<file path="src/rtl/mul_div_unit.sv">
// Iterative 32-bit multiply/divide unit with HI/LO result registers.
// Multiplies by radix-2 shift-add and divides by restoring division, one bit per cycle.
module mul_div_unit (
   input  logic        Clk,
   input  logic        Reset,
   input  logic        Start,
   input  logic [1:0]  Op,
   input  logic [31:0] A,
   input  logic [31:0] B,
   input  logic        MtHi,
   input  logic        MtLo,
   input  logic [31:0] WrData,
   output logic        Busy,
   output logic        Done,
   output logic        DivByZero,
   output logic [31:0] Hi,
   output logic [31:0] Lo
);

   localparam logic [1:0] ST_IDLE = 2'd0;
   localparam logic [1:0] ST_RUN  = 2'd1;
   localparam logic [1:0] ST_FIX  = 2'd2;

   localparam logic [1:0] OP_MULT  = 2'b00;
   localparam logic [1:0] OP_MULTU = 2'b01;
   localparam logic [1:0] OP_DIV   = 2'b10;
   localparam logic [1:0] OP_DIVU  = 2'b11;

   function automatic logic [31:0] mag32(input logic [31:0] v, input logic sgn);
      return (sgn && v[31]) ? (~v + 32'd1) : v;
   endfunction

   function automatic logic [31:0] neg32(input logic [31:0] v);
      return ~v + 32'd1;
   endfunction

   function automatic logic [63:0] neg64(input logic [63:0] v);
      return ~v + 64'd1;
   endfunction

   logic [1:0]  state_r;
   logic [4:0]  cnt_r;
   logic [1:0]  op_r;
   logic [31:0] a_r;
   logic [31:0] opnd_r;     // multiplicand magnitude or divisor magnitude
   logic [63:0] acc_r;      // product accumulator; low word doubles as dividend/quotient shifter
   logic [32:0] rem_r;
   logic        neg_r;
   logic        asign_r;
   logic        bzero_r;
   logic [31:0] hi_r;
   logic [31:0] lo_r;
   logic        busy_r;
   logic        done_r;
   logic        dbz_r;

   logic        start_signed_s;
   logic [31:0] start_amag_s;
   logic [31:0] start_bmag_s;
   logic [32:0] mul_sum_s;
   logic [63:0] mul_next_s;
   logic [33:0] div_trial_s;
   logic [32:0] div_diff_s;
   logic        div_ge_s;
   logic [32:0] div_rem_next_s;
   logic [31:0] div_q_next_s;
   logic [63:0] prod_fix_s;
   logic [31:0] quo_fix_s;
   logic [31:0] rem_fix_s;
   logic [31:0] fix_hi_s;
   logic [31:0] fix_lo_s;

   // Operand magnitudes for a launch and one shift-add / restoring-divide step.
   always_comb begin
      start_signed_s = ~Op[0];
      start_amag_s   = mag32(A, start_signed_s);
      start_bmag_s   = mag32(B, start_signed_s);

      mul_sum_s      = {1'b0, acc_r[63:32]} + (acc_r[0] ? {1'b0, opnd_r} : 33'd0);
      mul_next_s     = {mul_sum_s, acc_r[31:1]};

      div_trial_s    = {rem_r, acc_r[31]};
      div_ge_s       = (div_trial_s >= {2'b00, opnd_r});
      div_diff_s     = div_trial_s[32:0] - {1'b0, opnd_r};
      if (div_ge_s) begin
         div_rem_next_s = div_diff_s;
      end else begin
         div_rem_next_s = div_trial_s[32:0];
      end
      div_q_next_s   = {acc_r[30:0], div_ge_s};
   end

   // Sign correction and divide-by-zero override applied in the FIX cycle.
   always_comb begin
      prod_fix_s = neg_r   ? neg64(acc_r)          : acc_r;
      quo_fix_s  = neg_r   ? neg32(acc_r[31:0])    : acc_r[31:0];
      rem_fix_s  = asign_r ? neg32(rem_r[31:0])    : rem_r[31:0];
      fix_hi_s   = prod_fix_s[63:32];
      fix_lo_s   = prod_fix_s[31:0];
      case (op_r)
         OP_MULT, OP_MULTU: begin
            fix_hi_s = prod_fix_s[63:32];
            fix_lo_s = prod_fix_s[31:0];
         end
         OP_DIV, OP_DIVU: begin
            if (bzero_r) begin
               fix_hi_s = a_r;
               fix_lo_s = 32'hFFFF_FFFF;
            end else begin
               fix_hi_s = rem_fix_s;
               fix_lo_s = quo_fix_s;
            end
         end
         default: begin
            fix_hi_s = prod_fix_s[63:32];
            fix_lo_s = prod_fix_s[31:0];
         end
      endcase
   end

   // Control FSM, iteration datapath and HI/LO registers.
   always_ff @(posedge Clk) begin
      if (Reset) begin
         state_r <= ST_IDLE;
         cnt_r   <= 5'd0;
         op_r    <= 2'b00;
         a_r     <= 32'd0;
         opnd_r  <= 32'd0;
         acc_r   <= 64'd0;
         rem_r   <= 33'd0;
         neg_r   <= 1'b0;
         asign_r <= 1'b0;
         bzero_r <= 1'b0;
         hi_r    <= 32'd0;
         lo_r    <= 32'd0;
         busy_r  <= 1'b0;
         done_r  <= 1'b0;
         dbz_r   <= 1'b0;
      end else begin
         done_r <= 1'b0;
         dbz_r  <= 1'b0;
         case (state_r)
            ST_IDLE: begin
               if (Start) begin
                  op_r    <= Op;
                  a_r     <= A;
                  neg_r   <= start_signed_s & (A[31] ^ B[31]);
                  asign_r <= start_signed_s & A[31];
                  bzero_r <= Op[1] & (B == 32'd0);
                  opnd_r  <= Op[1] ? start_bmag_s : start_amag_s;
                  acc_r   <= Op[1] ? {32'd0, start_amag_s} : {32'd0, start_bmag_s};
                  rem_r   <= 33'd0;
                  cnt_r   <= 5'd0;
                  busy_r  <= 1'b1;
                  state_r <= ST_RUN;
               end else begin
                  if (MtHi) begin
                     hi_r <= WrData;
                  end
                  if (MtLo) begin
                     lo_r <= WrData;
                  end
               end
            end
            ST_RUN: begin
               if (op_r[1]) begin
                  rem_r           <= div_rem_next_s;
                  acc_r[31:0]     <= div_q_next_s;
               end else begin
                  acc_r           <= mul_next_s;
               end
               cnt_r <= cnt_r + 5'd1;
               if (cnt_r == 5'd31) begin
                  state_r <= ST_FIX;
               end
            end
            ST_FIX: begin
               hi_r    <= fix_hi_s;
               lo_r    <= fix_lo_s;
               busy_r  <= 1'b0;
               done_r  <= 1'b1;
               dbz_r   <= bzero_r;
               cnt_r   <= 5'd0;
               state_r <= ST_IDLE;
            end
            default: begin
               busy_r  <= 1'b0;
               state_r <= ST_IDLE;
            end
         endcase
      end
   end

   assign Busy      = busy_r;
   assign Done      = done_r;
   assign DivByZero = dbz_r;
   assign Hi        = hi_r;
   assign Lo        = lo_r;

endmodule
</file>
<file path="config.mk">
export PLATFORM = sky130hd
export DESIGN_NAME = mul_div_unit
export DESIGN_NICKNAME = d
export VERILOG_FILES = /design/src/rtl/mul_div_unit.sv
export SDC_FILE = /design/constraint.sdc
export NUM_CORES = 1
export LEC_CHECK = 0
export BUFFER_PORTS_ARGS = -buffer_cell sky130_fd_sc_hd__buf_2
export CORE_UTILIZATION = 44
export CTS_BUF_LIST = sky130_fd_sc_hd__clkbuf_16
export CTS_CLUSTER_DIAMETER = 100
export DETAILED_ROUTE_END_ITERATION = 8
export MAX_ROUTING_LAYER = met4
export PLACE_DENSITY_LB_ADDON = 0.3
export SLEW_MARGIN = 20
export SYNTH_ARGS = -nofsm -noshare
export SYNTH_HDL_FRONTEND = slang
export SYNTH_SLANG_ARGS = --single-unit
</file>
<file path="constraint.sdc">
create_clock -name Clk -period 9.66 [get_ports Clk]
set_clock_uncertainty 0.2 [all_clocks]
set_input_delay 0.966 -clock Clk [delete_from_list [all_inputs] [get_ports Clk]]
set_output_delay 0.966 -clock Clk [all_outputs]
set_load 0.05 [all_outputs]
</file>
### Word level (Yosys, flattened, before mapping)

Index checks and enable logic that the tools add are counted.

* reductions and logical operators: 20
* bitwise logic cells: 12
* add/subtract/negate cells: 8
* mux-type cells: 34
* eq/ne operators: 13
* order comparisons: 1

Operators with widths (number)
* 32-bit 2-to-1 mux: 15
* 32-bit one-hot mux with 2 select lines: 4
* 32-bit by 1-bit adder with 32-bit output (second input constant): 4
* 64-bit 2-to-1 mux: 2
* 32-bit NOT: 4
* 64-bit one-hot mux with 2 select lines: 1
* 33-bit 2-to-1 mux: 3
* 33-bit one-hot mux with 2 select lines: 1
* 64-bit by 1-bit adder with 64-bit output (second input constant): 1
* 64-bit NOT: 1
* 34-bit by 32-bit >= comparator with 1-bit output: 1
* 32-bit by 32-bit adder with 33-bit output: 1
* 33-bit by 32-bit subtractor with 33-bit output: 1
* 32-bit zero test: 1
* 5-bit one-hot mux with 3 select lines: 1
* 2-bit inequality test (second input constant): 7
* 3-bit AND reduction: 4
* 2-bit AND reduction: 5
* 2-bit == test (second input constant): 3
* 2-bit OR reduction: 3
* 5-bit by 1-bit adder with 5-bit output (second input constant): 1
* 5-bit == test (second input constant): 1
* 5-bit 2-to-1 mux: 1
* 2-bit by 1-bit == test with 1-bit output (second input constant): 2
* other kinds (11): 20

* logic and storage cells: 104
* input port bits: 103
* register bits: 240
* output and inout bits: 67

### Depth between registers and ports, before layout

* word-level depth: 6
* mapped depth: 15
* gate-level depth less buffers: 13

### Least setup slack after synthesis

No wires, ideal clock.

* kind: input -> register
* start: in B[9]
* end: reg opnd_r[27]
* stages: 9
* path slack: 5.952 ns
* setup time: 0.128 ns
* arrival: 3.381 ns
* path buffers: 0
* data required time: 9.332 ns
* cells stage by stage: or4_4 or4_1 or4_4 or2_1 o41ai_2 xor2_1 a211oi_1 a21oi_1 nor2_1

* word-level cells in the longest chain between the ends: 4

RTL lines
* start, declared: line 9 `input logic [31:0] B,`
* 32-bit NOT: line 30 `return (sgn && v[31]) ? (~v + 32'd1) : v;`
* 32-bit by 1-bit adder with 32-bit output: line 30
* 32-bit 2-to-1 mux: line 30
* 32-bit 2-to-1 mux: line 150 `opnd_r <= Op[1] ? start_bmag_s : start_amag_s;`
* end signal, assigned: line 150
* end, declared: line 45 `logic [31:0] opnd_r;`

Every way passes these cells.
A chain may end at the register's enable or synchronous reset.

### Final worst setup path

* start: reg acc_r[31]
* end: reg rem_r[19]

* word-level cells in the longest chain between the ends: 4
* elaborated cells between the ends (all ways): 5
* classes of those cells: 1 x add/sub; 1 x order compare; 3 x mux

RTL lines
* start, declared: line 46 `logic [63:0] acc_r;`
* start signal, assigned: line 151 `acc_r <= Op[1] ? {32'd0, start_amag_s} : {32'd0, start_bmag_s};`
* start signal, assigned: line 168 `acc_r[31:0] <= div_q_next_s;`
* start signal, assigned: line 170 `acc_r <= mul_next_s;`
* 33-bit by 32-bit subtractor with 33-bit output / 34-bit by 32-bit >= comparator with 1-bit output (equally long branches): line 84, 83
* 33-bit 2-to-1 mux *: line 85 `if (div_ge_s) begin`
* 33-bit 2-to-1 mux *: line 166 `if (op_r[1]) begin`
* 33-bit one-hot mux with 2 select lines *: line 142 `case (state_r)`
* end signal, assigned: line 167 `rem_r <= div_rem_next_s;`
* end, declared: line 47 `logic [32:0] rem_r;`

Every way passes the cells marked *; elsewhere a longest branch is shown, timed or not. The select of a mux whose other input is x is not followed.

==> results.md <==
* Status: finished clean
* Commonest cells after routing, fill and taps aside: nand2_1 (316), a21oi_1 (254), dfxtp_1 (236)
* Drt total wl at 65.58 mm
* Most common cell after layout, fill and taps aside: nand2_1
* Dpl cells at 2905
* Synth async-reset ratio at 0%
* Vias in the first global route at 16640
* Gpl congestion at 0.9923
* Die ar. at 40360 um^2
* Largest net degree at the start of global routing at 85
* Pins Over Slew Limit at 0
* Setup CP Type: flip-flop to flip-flop
* Total Neg Setup Slack at 0 ns
* First-pass GRT wire length at 99.71 mm
* Pwr dens at 142.9 nW/um^2
* VDD IR max at 0.0001518 V
* ANT cells at 0
* CP max stage cell: a21oi_4
* I/O Buffers at 169
* Max Cap Viol at 0
* Synth top area cells: dfxtp_1 (27%), a21oi_1 (7.4%), nand2_1 (6.8%), o21ai_0 (5.4%), xnor2_1 (5.3%)
* YS warnings at 0
* IO Pins at 170
* Synthesized instance count at 2358
* Crit path max fanout at 32
* Synth top area share at 27.49%
* Static Leak at 7.717 nW
* Fin nets at 2592
* Final worst path period need at 4.842 ns
* Post-DP HPWL at 49.96 mm
* Synth Flop Type: dfxtp_1
* Filler cell count at 3883
* Max incr delay on CP at 0.60 ns
* CTS tree: built
* Number of synthesized flops with an enable pin at 0
* Core region area at 38830 um^2
* CTS Sinks at 239
* Final Hold Fails at 0
* Seq/Total Area, Yosys at 27.49%
* Synth area leader: dfxtp_1
* Syn_nets at 2533
* Critical Path, Cell by Cell: inv_1 -> ha_1 -> inv_1 -> fa_1 -> a21o_1 -> a221oi_1 -> o211ai_1 -> a221oi_2 -> o211ai_1 -> a21oi_4 -> buf_4 -> nand2b_1 -> o21ai_0
* Chip width at 200.9 um
* Worst slew margin at 27.55%
* Antenna Nets Post-Route at 0
* Reg clk slew, reported paths at 0.06 ns
* Worst-Margin Slew at 1.086 ns
* Die Ht at 200.9 um
* P&R area growth vs syn at 11.16%
* Drt initial violations at 1739
* Syn_area_per_cell at 7.382 um^2
* Crit end category: flip-flop
* Hold_buf cts at 0
* Clock Latency Late Sink at 0.60 ns
* PostCTS Resize Cnt at 0
* Total global-route track usage at 32.45%
* Post-route insts no fill at 2954
* Final setup fails at 0
* DRC Markers at 0
* GRT Residual Overflow at 0
* Initial Utilization at 44.83%
* Avg WL per Cell at 22.20 um
* CP startpoint kind: flip-flop
* Arrival time of the worst setup path at 5.08 ns
* Count of cell types in the netlist at 82
* Unrepaired setup endpoints after global routing: false
* HP Class: flip-flop to flip-flop
* Root Driver: clkbuf_16
* Postcts setup bufs at 0
* Final Cycle Share at 50.12%
* Cell Rows at 72
* Share of layout cells above drive strength 1 at 11.29%
* Clock Tree Buf Depth at 3
* Vias at 18360
* DR vias/cell at 6.214
* Fmax at 206.5 MHz
* Clock H-tree levels at 1
* DRT Pass-1 Iters at 5
* Cell Area, Synth at 17410 um^2
* Initial antenna violation count at 0
* Post-synthesis register bit count at 239
* Crit path required time at 9.90 ns
* Cts bufs inserted at 28
## layout make-up
type                            instances  area, um^2  share of cell area [%]
Tap cell                              518       648.1                   3.350
Inverter                               76       285.3                   1.474
Multi-Input combinational cell       1882       11750                   60.71
Timing Repair Buffer                  190        1006                   5.199
Clock inverter                         21       172.7                  0.8923
Sequential cell                       239        4791                   24.76
Clock buffer                           28       700.7                   3.621
## synth_stat cells, types with 31 or more instances
cell type and count:
o21ai_0 188, nor2_1 213, mux2i_1 43, a211oi_1 40
xnor2_1 106, o211ai_1 36, nand2_1 316, inv_1 76
o221ai_1 35, nand3_1 31, dfxtp_1 239, xor2_1 94
a21oi_1 256, ha_1 70, clkbuf_1 140, nor3_1 43
## worst paths after layout
kind | start | end | slack (ns) | depth (start not counted)
setup / recovery | acc_r[31] | rem_r[19] | 4.82 | 13
hold / removal | Lo[15] | Lo[15] | 0.25 | 2
setup reg to reg | acc_r[31] | rem_r[19] | 4.82 | 13
hold reg to reg | Lo[15] | Lo[15] | 0.25 | 2
## sequential cells by signal, summed over array words and instances, names as in the netlist
name and count:
opnd_r 32, neg_r 1, Lo 32, acc_r 64, bzero_r 1, Busy 1, Hi 32, cnt_r 5
a_r 32, DivByZero 1, state_r 2, op_r 1, Done 1, asign_r 1, rem_r 33
## power by group
part	total, mW	switching [mW]	internal [mW]
sequential	1.10	0.0652	1.04
clock	1.04	0.459	0.579
combinational	0.625	0.424	0.201
## per-layer routing
layer,GRT usage [%],up-vias,wire (um)
met2,47.39,896,27790
met3,4.984,98,6217
li1,-,8614,-
met1,45.26,8747,29150
met5,-,-,0
met4,10.85,0,2420
## worst max-delay path, delay by kind of cell, from the launching register on
kind | cells | cell delay (ns)
DFF | 1 | 0.34
adders and majority gates | 2 | 0.58
and+or+nand+nor | 1 | 0.40
buffers and inverters | 3 | 0.59
AOI/OAI and AO/OA | 7 | 2.54
## cells by family after synthesis
kind of cell	Yosys count	share of synthesized area (%)
DFF	239	27.49
adders and majority gates	72	5.262
muxes	48	2.796
AOI/OAI and AO/OA	788	28.81
xor gates and xnor gates	200	10.06
buffers and inverters	237	5.211
and+or+nand+nor	774	20.37
## through the flow
step / instance area (um^2) / utilization (%) / worst slack (ns) / hold WS, ns / total power [mW]
after floorplan: 17410 / - / 5.952 / 0.2261 / 1.525
after global placement: 18480 / 47.59 / 5.091 / 0.2367 / 1.723
after detailed placement: 18480 / 47.59 / 4.944 / 0.2447 / 1.729
after CTS: 19350 / 49.84 / 4.885 / 0.2532 / 2.752
after global routing: 19350 / 49.84 / 4.551 / 0.2730 / 2.857
final: 19350 / 49.84 / 4.818 / 0.2485 / 2.764
Note: power is estimated with default switching activity, not from simulation.
